[src/rtl/serial_demux_ctrl_n_if.sv]
// Bus bundle for the serial demultiplexer: bit strobe and serial data in,
// routed port pins plus frame status out. The master side drives the stream,
// the slave side is the demultiplexer itself.
interface serial_demux_ctrl_n_if #(
  parameter int NUM_PORTS = 4,
  parameter int PORT_W    = 2,
  parameter int CNT_W     = 4
);
  logic                 clk_en;
  logic                 ser_in;
  logic [NUM_PORTS-1:0] port_out;
  logic [PORT_W-1:0]    port_num;
  logic [CNT_W-1:0]     rem_cnt;
  logic                 ser_out_valid;
  logic                 busy;
  logic                 done;
  logic                 parity_err;

  modport master (
    output clk_en, ser_in,
    input  port_out, port_num, rem_cnt, ser_out_valid, busy, done, parity_err
  );

  modport slave (
    input  clk_en, ser_in,
    output port_out, port_num, rem_cnt, ser_out_valid, busy, done, parity_err
  );
endinterface

[src/rtl/serial_demux_ctrl_n.sv]
// Framed serial demultiplexer: start bit, MSB-first port field, MSB-first
// length field, payload bits, optional trailing even-parity bit. Payload bits
// are routed combinationally to the selected port pin while in DATA.
module serial_demux_ctrl_n #(
  parameter int NUM_PORTS = 4,
  parameter int PORT_W    = 2,
  parameter int CNT_W     = 4,
  parameter int PARITY_EN = 0
) (
  input  logic                  clk,
  input  logic                  rst,
  serial_demux_ctrl_n_if.slave  bus
);

  // Bit counter must cover whichever header field is wider.
  localparam int BW = (PORT_W > CNT_W) ? PORT_W : CNT_W;

  typedef enum logic [2:0] {
    S_IDLE,
    S_PORT,
    S_LEN,
    S_DATA,
    S_PAR,
    S_DONE
  } state_t;

  state_t            state;
  logic [BW-1:0]     bit_cnt;
  logic [PORT_W-1:0] port_num_r;
  logic [CNT_W-1:0]  rem_cnt_r;
  logic              par_acc;
  logic              parity_err_r;
  logic              done_r;
  logic              busy_r;
  logic              vld_r;

  logic [PORT_W-1:0] port_next;
  logic [CNT_W-1:0]  len_next;

  // MSB-first shift: oldest bit ends up in the top position after the last bit.
  assign port_next = PORT_W'({port_num_r, bus.ser_in});
  assign len_next  = CNT_W'({rem_cnt_r, bus.ser_in});

  // Frame controller; every transition waits for a bit strobe except the
  // one-cycle DONE pulse, which always falls back to IDLE on the next edge.
  always_ff @(posedge clk or negedge rst) begin
    if (!rst) begin
      state        <= S_IDLE;
      bit_cnt      <= '0;
      port_num_r   <= '0;
      rem_cnt_r    <= '0;
      par_acc      <= 1'b0;
      parity_err_r <= 1'b0;
      done_r       <= 1'b0;
      busy_r       <= 1'b0;
      vld_r        <= 1'b0;
    end else if (state == S_DONE) begin
      state  <= S_IDLE;
      done_r <= 1'b0;
      busy_r <= 1'b0;
    end else if (bus.clk_en) begin
      unique case (state)
        S_IDLE: begin
          if (!bus.ser_in) begin
            state        <= S_PORT;
            busy_r       <= 1'b1;
            bit_cnt      <= '0;
            par_acc      <= 1'b0;
            parity_err_r <= 1'b0;
          end
        end
        S_PORT: begin
          port_num_r <= port_next;
          par_acc    <= par_acc ^ bus.ser_in;
          if (bit_cnt == BW'(PORT_W - 1)) begin
            bit_cnt <= '0;
            state   <= S_LEN;
          end else begin
            bit_cnt <= bit_cnt + 1'b1;
          end
        end
        S_LEN: begin
          rem_cnt_r <= len_next;
          par_acc   <= par_acc ^ bus.ser_in;
          if (bit_cnt == BW'(CNT_W - 1)) begin
            bit_cnt <= '0;
            if (len_next != '0) begin
              state <= S_DATA;
              vld_r <= 1'b1;
            end else if (PARITY_EN != 0) begin
              state <= S_PAR;
            end else begin
              state  <= S_DONE;
              done_r <= 1'b1;
            end
          end else begin
            bit_cnt <= bit_cnt + 1'b1;
          end
        end
        S_DATA: begin
          par_acc <= par_acc ^ bus.ser_in;
          // Saturating decrement: the count never wraps past zero.
          if (rem_cnt_r != '0) begin
            rem_cnt_r <= rem_cnt_r - 1'b1;
          end
          if (rem_cnt_r <= CNT_W'(1)) begin
            vld_r <= 1'b0;
            if (PARITY_EN != 0) begin
              state <= S_PAR;
            end else begin
              state  <= S_DONE;
              done_r <= 1'b1;
            end
          end
        end
        S_PAR: begin
          // Even parity over header, payload and parity bit: odd total flags.
          parity_err_r <= (PARITY_EN != 0) & (par_acc ^ bus.ser_in);
          state        <= S_DONE;
          done_r       <= 1'b1;
        end
        default: begin
          state <= S_IDLE;
        end
      endcase
    end
  end

  // Payload routing: only the selected pin follows ser_in, and only in DATA.
  always_comb begin
    bus.port_out = '0;
    if (state == S_DATA) begin
      bus.port_out[port_num_r] = bus.ser_in;
    end
  end

  assign bus.port_num      = port_num_r;
  assign bus.rem_cnt       = rem_cnt_r;
  assign bus.ser_out_valid = vld_r;
  assign bus.busy          = busy_r;
  assign bus.done          = done_r;
  assign bus.parity_err    = parity_err_r;

endmodule
[src/flat_wrapper.sv]
// flat-port wrapper written by rule: the top's interface ports become plain ports
module serial_demux_ctrl_n_flat 
#(
  parameter int NUM_PORTS = 4,
  parameter int PORT_W    = 2,
  parameter int CNT_W     = 4,
  parameter int PARITY_EN = 0
)
  (clk, rst, bus_clk_en, bus_ser_in, bus_port_out, bus_port_num, bus_rem_cnt, bus_ser_out_valid, bus_busy, bus_done, bus_parity_err);
  serial_demux_ctrl_n_if #(.NUM_PORTS(NUM_PORTS), .PORT_W(PORT_W), .CNT_W(CNT_W)) bus_i ();
  input  logic clk;
  input  logic rst;
  input wire logic [$bits(bus_i.clk_en)-1:0] bus_clk_en;
  input wire logic [$bits(bus_i.ser_in)-1:0] bus_ser_in;
  output wire logic [$bits(bus_i.port_out)-1:0] bus_port_out;
  output wire logic [$bits(bus_i.port_num)-1:0] bus_port_num;
  output wire logic [$bits(bus_i.rem_cnt)-1:0] bus_rem_cnt;
  output wire logic [$bits(bus_i.ser_out_valid)-1:0] bus_ser_out_valid;
  output wire logic [$bits(bus_i.busy)-1:0] bus_busy;
  output wire logic [$bits(bus_i.done)-1:0] bus_done;
  output wire logic [$bits(bus_i.parity_err)-1:0] bus_parity_err;
  assign bus_i.clk_en = bus_clk_en;
  assign bus_i.ser_in = bus_ser_in;
  assign bus_port_out = bus_i.port_out;
  assign bus_port_num = bus_i.port_num;
  assign bus_rem_cnt = bus_i.rem_cnt;
  assign bus_ser_out_valid = bus_i.ser_out_valid;
  assign bus_busy = bus_i.busy;
  assign bus_done = bus_i.done;
  assign bus_parity_err = bus_i.parity_err;
  serial_demux_ctrl_n #(.NUM_PORTS(NUM_PORTS), .PORT_W(PORT_W), .CNT_W(CNT_W), .PARITY_EN(PARITY_EN)) u_core (.clk(clk), .rst(rst), .bus(bus_i));
endmodule
[config.mk]
export PLATFORM = sky130hd
export DESIGN_NAME = serial_demux_ctrl_n_flat
export DESIGN_NICKNAME = d
export VERILOG_FILES = /design/src/rtl/serial_demux_ctrl_n_if.sv /design/src/rtl/serial_demux_ctrl_n.sv /design/src/flat_wrapper.sv
export SDC_FILE = /design/constraint.sdc
export NUM_CORES = 1
export LEC_CHECK = 0
export CAP_MARGIN = 20
export CORE_MARGIN = 5
export CORE_UTILIZATION = 50
export DETAILED_ROUTE_END_ITERATION = 7
export PLACE_DENSITY_LB_ADDON = 0.2
export SLEW_MARGIN = 20
export SYNTH_ARGS = -nofsm -noshare
export SYNTH_HDL_FRONTEND = slang
export SYNTH_SLANG_ARGS = --single-unit
[constraint.sdc]
create_clock -name clk -period 3.9 [get_ports clk]
set_input_delay 0.585 -clock clk [delete_from_list [all_inputs] [get_ports clk]]
set_output_delay 0.585 -clock clk [all_outputs]
set_load 0.05 [all_outputs]
==> results.sh <==
export IMPL_outcome="completed"
export IMPL_postSynth_asyncResetShare=1.000
export IMPL_start_util=0.5108
export IMPL_drtIter0Drc=29
export IMPL_die_w_um=56.85
export IMPL_hold_viol_final=0
export IMPL_synth_seq_cells=16
export IMPL_grt_use_met1=0.1754
export IMPL_cts_root_buffer="clkbuf_4"
export IMPL_antenna_found_initial=0
export IMPL_grt_pass1_vias=814
export IMPL_relSlewSlack=0.4926
export IMPL_fin_area_um2=1289
export IMPL_grt_max_degree=18
export IMPL_ys_seq_area_frac=0.3649
export IMPL_rsz0062_at_grt="no"
export IMPL_antennaDiodeCount=0
export IMPL_clk_pin_slew_ps=90
export IMPL_final_max_slew_viol_count=0
export IMPL_cts_sinks=16
export IMPL_cts_tree="built"
export IMPL_clockBufferDepth=2
export IMPL_fillCellCount=184
export IMPL_synth_edf_count=0
export IMPL_place_gp_congestion=0.8254
export IMPL_drt_total_wl_um=2314
export IMPL_drt_pass1_iter_count=4
export IMPL_crit_type="flip-flop to output port"
export IMPL_setup_violations_final=0
export IMPL_skew_ps=1.636
export IMPL_area_growth_pct=17.45
export IMPL_arrival_ps=2390
export IMPL_place_hpwl_um=1734
export IMPL_cts_made_buffers=3
export IMPL_p_leak_nw=0.5314
export IMPL_grt_use_total=0.1491
export IMPL_pin_count=18
export IMPL_crit_start="u_core.state[1]"
export IMPL_cts_htree_levels=1
export IMPL_vias=923
export IMPL_dieHeight_um=56.85
export IMPL_num_rows=17
export IMPL_grt_pass1_wl_um=3767
export IMPL_cap_violations=0
export IMPL_min_from="u_core.bit_cnt[1]"
export IMPL_cp_end_kind="output port"
export IMPL_insertion_delay_ps=280
export IMPL_syn_inst=122
export IMPL_syn_nets=131
export IMPL_worstMarginPinSlew_ps=758.7
export IMPL_syn_cell_area_um2=1097
export IMPL_multi_input_area_um2=630.6
export IMPL_grt_busiest_layer="met2"
export IMPL_powerDensity_nw_per_um2=879.6
export IMPL_use_met2=0.2673
export IMPL_reg2reg_from="u_core.bit_cnt[1]"
export IMPL_viasPerCell=5.698
export IMPL_post_cts_buffers=0
export IMPL_post_route_util=0.5999
export IMPL_yosysWarnings=0
export IMPL_required_ps=3310
export IMPL_dieArea_um2=3231
export IMPL_grt_overflow=0
export IMPL_syn_mean_instance_area_um2=8.994
export IMPL_tns_ps=0
export IMPL_fmax_mhz=336.0
export IMPL_ctsHoldBuffers=0
export IMPL_fin_crit_ps=2976
export IMPL_synth_cell_type_count=44
export IMPL_start_kind="flip-flop"
export IMPL_portBuffers=16
export IMPL_ant_nets=0
export IMPL_placed_area_um2=1252
export IMPL_met3_usage=0.02299
export IMPL_ys_flop_type="dfrtp_1"
export IMPL_nets=144
export IMPL_cp_max_fo=17
export IMPL_final_seq_area_um2=400.4
export IMPL_wl_per_cell_um=14.28
export IMPL_fin_crit_sh=0.7630
export IMPL_cts_repair_resized=0
export IMPL_peakVddDrop_v=0.0006702
export IMPL_layout_drive_gt1_share=0.08209
export IMPL_hold_class="flip-flop to flip-flop"
export IMPL_route_detailed_drc=0
export IMPL_core_area_um2=2148
==> per-layer routing <==
layer | part of all wire | vias up
li1 | - | 470
met1 | 0.44 | 446
met2 | 0.54 | 5
met3 | 0.015 | 2
met4 | 0.0078 | 0
met5 | 0 | -
==> metrics by stage <==
stage                     worst slack (ps)  total power, W  hold WS (ps)  cells
after floorplan                       1353       0.0008540         289.4    122
after global placement                1070        0.001012         520.1    158
after detailed placement             986.0        0.001029         546.6    158
after CTS                            914.2        0.001142         566.3    162
after global routing                 777.6        0.001217         593.6    162
final                                924.2        0.001134         555.6    162
==> report_power, final <==
| part | internal, W | total [W] | leakage [nW] | switching [W] |
|---|---|---|---|---|
| Sequential | 0.000234 | 0.000359 | 0.194 | 0.000125 |
| Combinational | 0.000264 | 0.000667 | 0.316 | 0.000403 |
| Clock | 0.0000568 | 0.000108 | 0.0210 | 0.0000515 |
| Total | 0.000554 | 0.00113 | 0.531 | 0.000579 |
==> state kept, by name, summed over array words and instances (netlist names) <==
register,flops
u_core.bus.rem_cnt,4
u_core.bus.busy,1
u_core.state,3
u_core.bus.ser_out_valid,1
u_core.bus.port_num,2
u_core.bus.done,1
u_core.bit_cnt,4
==> critical path, stage by stage (launching register included) <==
cell and delay [ps]:
dfrtp_1 630, and3b_1 380, nand2_1 100, nor3_1 160
clkdlybuf4s50_1 830
==> final timing paths <==
kind | end | slack, ps | cells after the start
max in group asynchronous | u_core.state[1] | 2690 | 1
max | bus_port_out[2] | 920 | 4
min in group asynchronous | u_core.bus.rem_cnt[1] | 740 | 1
min | u_core.bit_cnt[1] | 560 | 2
min reg2reg | u_core.bit_cnt[1] | 560 | 2
max reg2reg | u_core.state[1] | 1940 | 6
==> synthesized netlist by cell type, types with 3 or more instances <==
cell type   n  area share
dfrtp_1    16        0.36
nand2b_1    3       0.017
inv_1       7       0.024
nor2_1      8       0.027
o22ai_1     3       0.017
buf_2       4       0.018
ha_1        5       0.057
nor3_1      7       0.032
and3b_1     3       0.024
nand3_1     5       0.023
nor3b_1     3       0.021
o21ai_0     8       0.036
nand2_1     9       0.031
==> cell type report <==
type,count,share of cell area
multi-input cells,91,0.4893
flip-flops and latches,16,0.3107
well taps,28,0.02718
repair buffers,16,0.1243
clock buffers,4,0.02816
inverters,7,0.02039
==> cells in the final DEF (no fill, tap or decap), types with 2 or more instances in the layout <==
cell type        count
a211oi_1             2
a21boi_0             2
a21o_1               2
a21oi_1              2
a22oi_1              2
and3b_1              3
clkbuf_4             3
clkdlybuf4s50_1     16
dfrtp_1             16
ha_1                 5
inv_1                7
nand2_1              9
nand2b_1             3
nand3_1              5
nand3b_1             2
nor2_1               8
nor3_1               7
nor3b_1              3
nor4_1               2
o21a_1               2
o21ai_0              8
o22ai_1              3
o31ai_1              2
==> cells by family after synthesis <==
group           share of synthesized area
buf+inv                           0.06044
compound gates                     0.2588
mux                               0.01026
flops                              0.3649
simple gates                       0.2452
fa+ha+maj                         0.05701
other cells                      0.003417
No activity file was read; power rests on OpenSTA's default activity.
==> RTL change 1: new RTL, same flow settings <==
`PARITY_EN` is set to 0 in 2 places; all go to 1.
--- a/src/rtl/serial_demux_ctrl_n.sv
+++ b/src/rtl/serial_demux_ctrl_n.sv
@@ -6,5 +6,5 @@
   parameter int PORT_W    = 2,
   parameter int CNT_W     = 4,
-  parameter int PARITY_EN = 0
+  parameter int PARITY_EN = 1
 ) (
   input  logic                  clk,
--- a/src/flat_wrapper.sv
+++ b/src/flat_wrapper.sv
@@ -5,5 +5,5 @@
   parameter int PORT_W    = 2,
   parameter int CNT_W     = 4,
-  parameter int PARITY_EN = 0
+  parameter int PARITY_EN = 1
 )
   (clk, rst, bus_clk_en, bus_ser_in, bus_port_out, bus_port_num, bus_rem_cnt, bus_ser_out_valid, bus_busy, bus_done, bus_parity_err);
Formal check against the unedited RTL: not equivalent (a bounded check fails within 10 cycles, from zero or initial values and one cycle with rst low).
==> RTL change 1 against the original RTL <==
Sequential cell count grew 2; routed wire length grew 9.9%; setup slack worse by 0.15 ns; global-route usage grew 1.7 points; sequential power increased by 9.2%; area after synthesis is 6.6% higher; via count rose by 12%; register-to-register slack about the same; final area is 7.5% higher; total power grew 1.9%; clock skew is 0.0019 ns higher; hold slack lost 0.037 ns; critical endpoint unchanged; largest power group unchanged; highest routed layer unchanged.
==> RTL change 1: results (changes against the original RTL) <==
Synthesis
  • Adder-cell share of the synthesized area: 4.28% (-1.4 points)
  • Compound-Gate Fraction of Synth Area: 24.5% (-1.4 points)
  • Area contributors post-synth: dfrtp_1 (39%), ha_1 (4.3%), inv_1 (3.5%)
  • Syn Nets: 133 (+1.5%)
  • Mux cell area share after synthesis: 2.78% (+1.8 points)
  • Unique cell type count in the Yosys netlist: 43 (-2.3%)
  • Seq/Total Area, Yosys: 38.5% (+2.0 points)

Route
  • Via count: 1,030 (+12%)
  • Overall routed net length: 2540 um (+9.9%)
  • Drt first-iter violations: 54 (+86%)

Placed design
  • Pre-CTS setup slack: 0.795 ns (-0.191 ns)
  • GP Congestion: 0.751 (-9.0%)

Clocking
  • Clk_lat worst skew: 0.30 ns (+0.02 ns)

Cells and area
  • Final net count: 149 (+3.5%)
  • Fill cells: 196 (+6.5%)
  • Layout cells sized above 1: 10.0% (+1.8 points)

GRT
  • Vias in the first global route: 961 (+18%)
  • Largest net degree at the start of global routing: 19 (+1)

Setup path
  • Critical path arrival: 2.54 ns (+0.15 ns)
  • R2R Path Start: u_core.bus.rem_cnt[0]$_DFFE_PN0P_

STA
  • Worst slew margin: 45.5% (-3.7 points)
  • Crit path time final: 3.12 ns (+0.146 ns)
  • Final Skew: 0.00353 ns (+0.00190 ns)

Run status
  • Outcome: completed

Hold path
  • Hold endpoint: u_core.bus.ser_out_valid$_DFFE_PN0P_
==> RTL change 1: changes by cell type after synthesis, moves of 3 or more <==
cell,delta
a21oi_1,+6
inv_1,+4
nor3_1,-4
nand3_1,-3
o21ai_1,+3
==> RTL change 1: routing by layer <==
layer | track usage [%] | share of wire, % | vias up
li1 | - | - | 488
met1 | 23.4 | 47 | 509
met2 | 24.6 | 46 | 31
met3 | 4.17 | 6.0 | 2
met4 | 5.96 | 0.71 | 0
met5 | 0 | 0 | -
==> RTL change 1: cells by family (layout without fill, tap and decap cells) <==
logic type                 after synthesis  in the layout
and+or+nand+nor                         43             43
AOI/OAI and AO/OA                       39             39
DFF                                     18             18
buffers and inverters                   17             32
adders and majority gates                4              4
muxes                                    3              3
xor gates and xnor gates                 1              1
==> RTL change 1: through the flow <==
step,util (%),cells
4_1_cts,62.0,168
2_1_floorplan,-,125
5_1_grt,62.0,168
3_5_place_dp,60.4,164
3_3_place_gp,60.4,164
6_report,62.0,168
==> RTL change 1: worst max path at each step <==
stage,start,endpoint,depth (start not counted)
after floorplan,bus_ser_in,bus_port_out[1],3
after global placement,bus_ser_in,bus_port_out[1],4
after detailed placement,bus_ser_in,bus_port_out[2],4
after CTS,bus_ser_in,bus_port_out[2],4
after global routing,bus_ser_in,bus_port_out[2],4
final,bus_ser_in,bus_port_out[2],4
==> RTL change 1: final cells by class <==
cell class	instances	area (um^2)	share of cell area, %
Clock buffer	4	36.3	2.62
Inverter	11	41.3	2.98
Multi-Input combinational cell	90	652	47.1
Sequential cell	18	450	32.5
Tap cell	28	35.0	2.53
Timing Repair Buffer	17	170	12.3
==> RTL change 1: report_power, final <==
group / switching [mW] / internal (mW) / total, mW
clock: 0.0620 / 0.0569 / 0.119
sequential: 0.131 / 0.261 / 0.392
combinational: 0.389 / 0.256 / 0.645
total: 0.582 / 0.574 / 1.16
==> RTL change 2: new RTL, same flow settings <==
Without the edit above. The 6 states of `state_t` get a one-hot encoding in 6 bits.
--- a/src/rtl/serial_demux_ctrl_n.sv
+++ b/src/rtl/serial_demux_ctrl_n.sv
@@ -16,11 +16,11 @@
   localparam int BW = (PORT_W > CNT_W) ? PORT_W : CNT_W;
 
-  typedef enum logic [2:0] {
-    S_IDLE,
-    S_PORT,
-    S_LEN,
-    S_DATA,
-    S_PAR,
-    S_DONE
+  typedef enum logic [5:0] {
+    S_IDLE = 6'b000001,
+    S_PORT = 6'b000010,
+    S_LEN  = 6'b000100,
+    S_DATA = 6'b001000,
+    S_PAR  = 6'b010000,
+    S_DONE = 6'b100000
   } state_t;
 
Function: no difference found for any inputs over 10 cycles, from zero or initial values and one cycle with rst low; not proved beyond that.
==> RTL change 2 against the original RTL <==
Final area increased by 5.0%; global-route usage grew 0.83 points; setup slack lost 0.44 ns; die area rose by 5.5%; clock power shrank 8%; via count up 9.9%; sequential cell count grew 2; sequential share of layout area is 2.3 points higher; routed wire length increased by 7.6%; area after synthesis increased by 6.7%; combinational power is 16% lower; synthesized cell count increased by 4.9%; total power is 10% lower.
==> RTL change 2: results (changes against the original RTL) <==
GRT
  • First-pass GRT wire length: 4160 um (+10%)
  • Largest net degree at the start of global routing: 19 (+1)
  • Vias in the first global route: 936 (+15%)
  • GRT Overall Usage: 15.7% (+0.83 points)

Synthesis
  • Unique cell type count in the Yosys netlist: 45 (+2.3%)
  • Adder-cell share of the synthesized area: 5.34% (-0.36 points)
  • Area contributors post-synth: dfrtp_1 (36%), nor2_1 (6.4%), ha_1 (5.3%)
  • Syn Nets: 137 (+4.6%)
  • Compound-Gate Fraction of Synth Area: 21.6% (-4.3 points)
  • Flops & latches, synth: 18 (+2)
  • XOR/XNOR share of the synthesized area: 1.50% (+1.5 points)
  • Seq/Total Area, Yosys: 38.6% (+2.1 points)
  • Most instantiated cells after synthesis: nor2_1 (20), dfrtp_1 (17), o21ai_0 (8)
  • Syn avg cell area: 9.15 um^2 (+1.7%)

Cells and area
  • Fill cells: 199 (+8.2%)
  • Layout cells sized above 1: 10.6% (+2.4 points)
  • Clk tree area frac: 1.94% (-0.87 points)
  • Register area: 452 um^2 (+13%)
  • ANT cells: 0 (unchanged)
  • Finished Layout Cells: 170 (+4.9%)
  • Final net count: 152 (+5.6%)
  • Final Util: 60.6% (+0.63 points)
  • Multi-input combinational area share: 48.6% (-0.32 points)
  • Buffering overhead: 11.8% (-0.60 points)
  • Non-clock inverter count: 6 (-1)
  • Multi-Input Combinational: 98 (+7.7%)

Setup path
  • R2R Path Start: u_core.bit_cnt[0]$_DFFE_PN0P_
  • Critical path arrival: 2.83 ns (+0.44 ns)
  • Worst-path maximum fanout: 10 (-7)
  • Worst Reg-to-Reg Cells: 6 (unchanged)
  • FF-to-FF setup slack: 1.81 ns (-0.13 ns)

Route
  • Drt first-iter violations: 26 (-10%)
  • Routed len/inst: 14.7 um (+2.6%)
  • Via count: 1,014 (+9.9%)

Floorplanning
  • Die area: 0.00341 mm^2 (+5.5%)

Placed design
  • Placed insts: 166 (+5.1%)
  • Pre-CTS setup slack: 0.807 ns (-0.179 ns)
  • DP Wirelength: 1880 um (+8.5%)
  • GP Congestion: 0.824 (-0.16%)
  • Cell Area, Placed: 0.00133 mm^2 (+6.0%)

Clocking
  • Maximum clock path buffer count: 2 (unchanged)
  • Clk_lat worst skew: 0.30 ns (+0.02 ns)

Power
  • Leak: 0.596 nW (+12%)
  • VDD IR-drop max: 0.460 mV (-31%)
  • P_sw: 0.506 mW (-13%)

Run status
  • Outcome: completed

Hold path
  • Hold endpoint: u_core.bus.done$_DFFE_PN0P_

STA
  • Final Skew: 0.00453 ns (+0.00289 ns)
  • Actual slew at the worst max-slew pin: 0.823 ns (+0.0641 ns)
  • Worst hold margin: 0.526 ns (-0.0293 ns)
-- RTL change 2: cell types whose count changed in the layout (fill, tap and decap cells not counted), sizes merged, moves of 3 or more --
cell	before	now
mux2	1	5
a31oi	1	5
and3	0	3
nor3b	3	0
nor2	8	21
nand2	9	6
nor3	7	0
o22ai	3	0
nand3	6	3
-- RTL change 2: power by group through the flow --
stage | clock network [mW] | registers [mW] | logic, mW
4_1_cts | 0.101 | 0.361 | 0.560
2_1_floorplan | 0 | 0.458 | 0.321
3_3_place_gp | 0 | 0.359 | 0.555
5_1_grt | 0.110 | 0.375 | 0.612
3_5_place_dp | 0 | 0.366 | 0.558
6_report | 0.0994 | 0.363 | 0.558
-- RTL change 2: worst max-delay path, stage by stage (launching register included) --
cell	delay, ns
dfrtp_1	0.50
or4b_4	0.61
or2_0	0.36
nor4_1	0.22
clkdlybuf4s50_1	0.85
-- RTL change 2: worst max-delay path by stage --
stage	depth (start not counted)	slack, ns	end	startpoint
2_1_floorplan	5	0.47	bus_port_out[0]	u_core.state[1]$_DFFE_PN0P_
3_3_place_gp	4	0.85	bus_port_out[1]	u_core.state[1]$_DFFE_PN0P_
3_5_place_dp	4	0.81	bus_port_out[1]	u_core.state[1]$_DFFE_PN0P_
4_1_cts	4	0.47	bus_port_out[1]	u_core.state[1]$_DFFE_PN0P_
5_1_grt	4	0.34	bus_port_out[1]	u_core.state[1]$_DFFE_PN0P_
6_report	4	0.48	bus_port_out[1]	u_core.state[1]$_DFFE_PN0P_
-- RTL change 2: metal layers --
metal | wire (um) | vias to the layer above | track usage (%) | share of wire [%]
li1 | - | 492 | - | -
met1 | 1120 | 489 | 19.1 | 45
met2 | 1210 | 26 | 26.6 | 49
met3 | 109 | 7 | 3.29 | 4.4
met4 | 48 | 0 | 6.95 | 1.9
met5 | 0 | - | 0 | 0
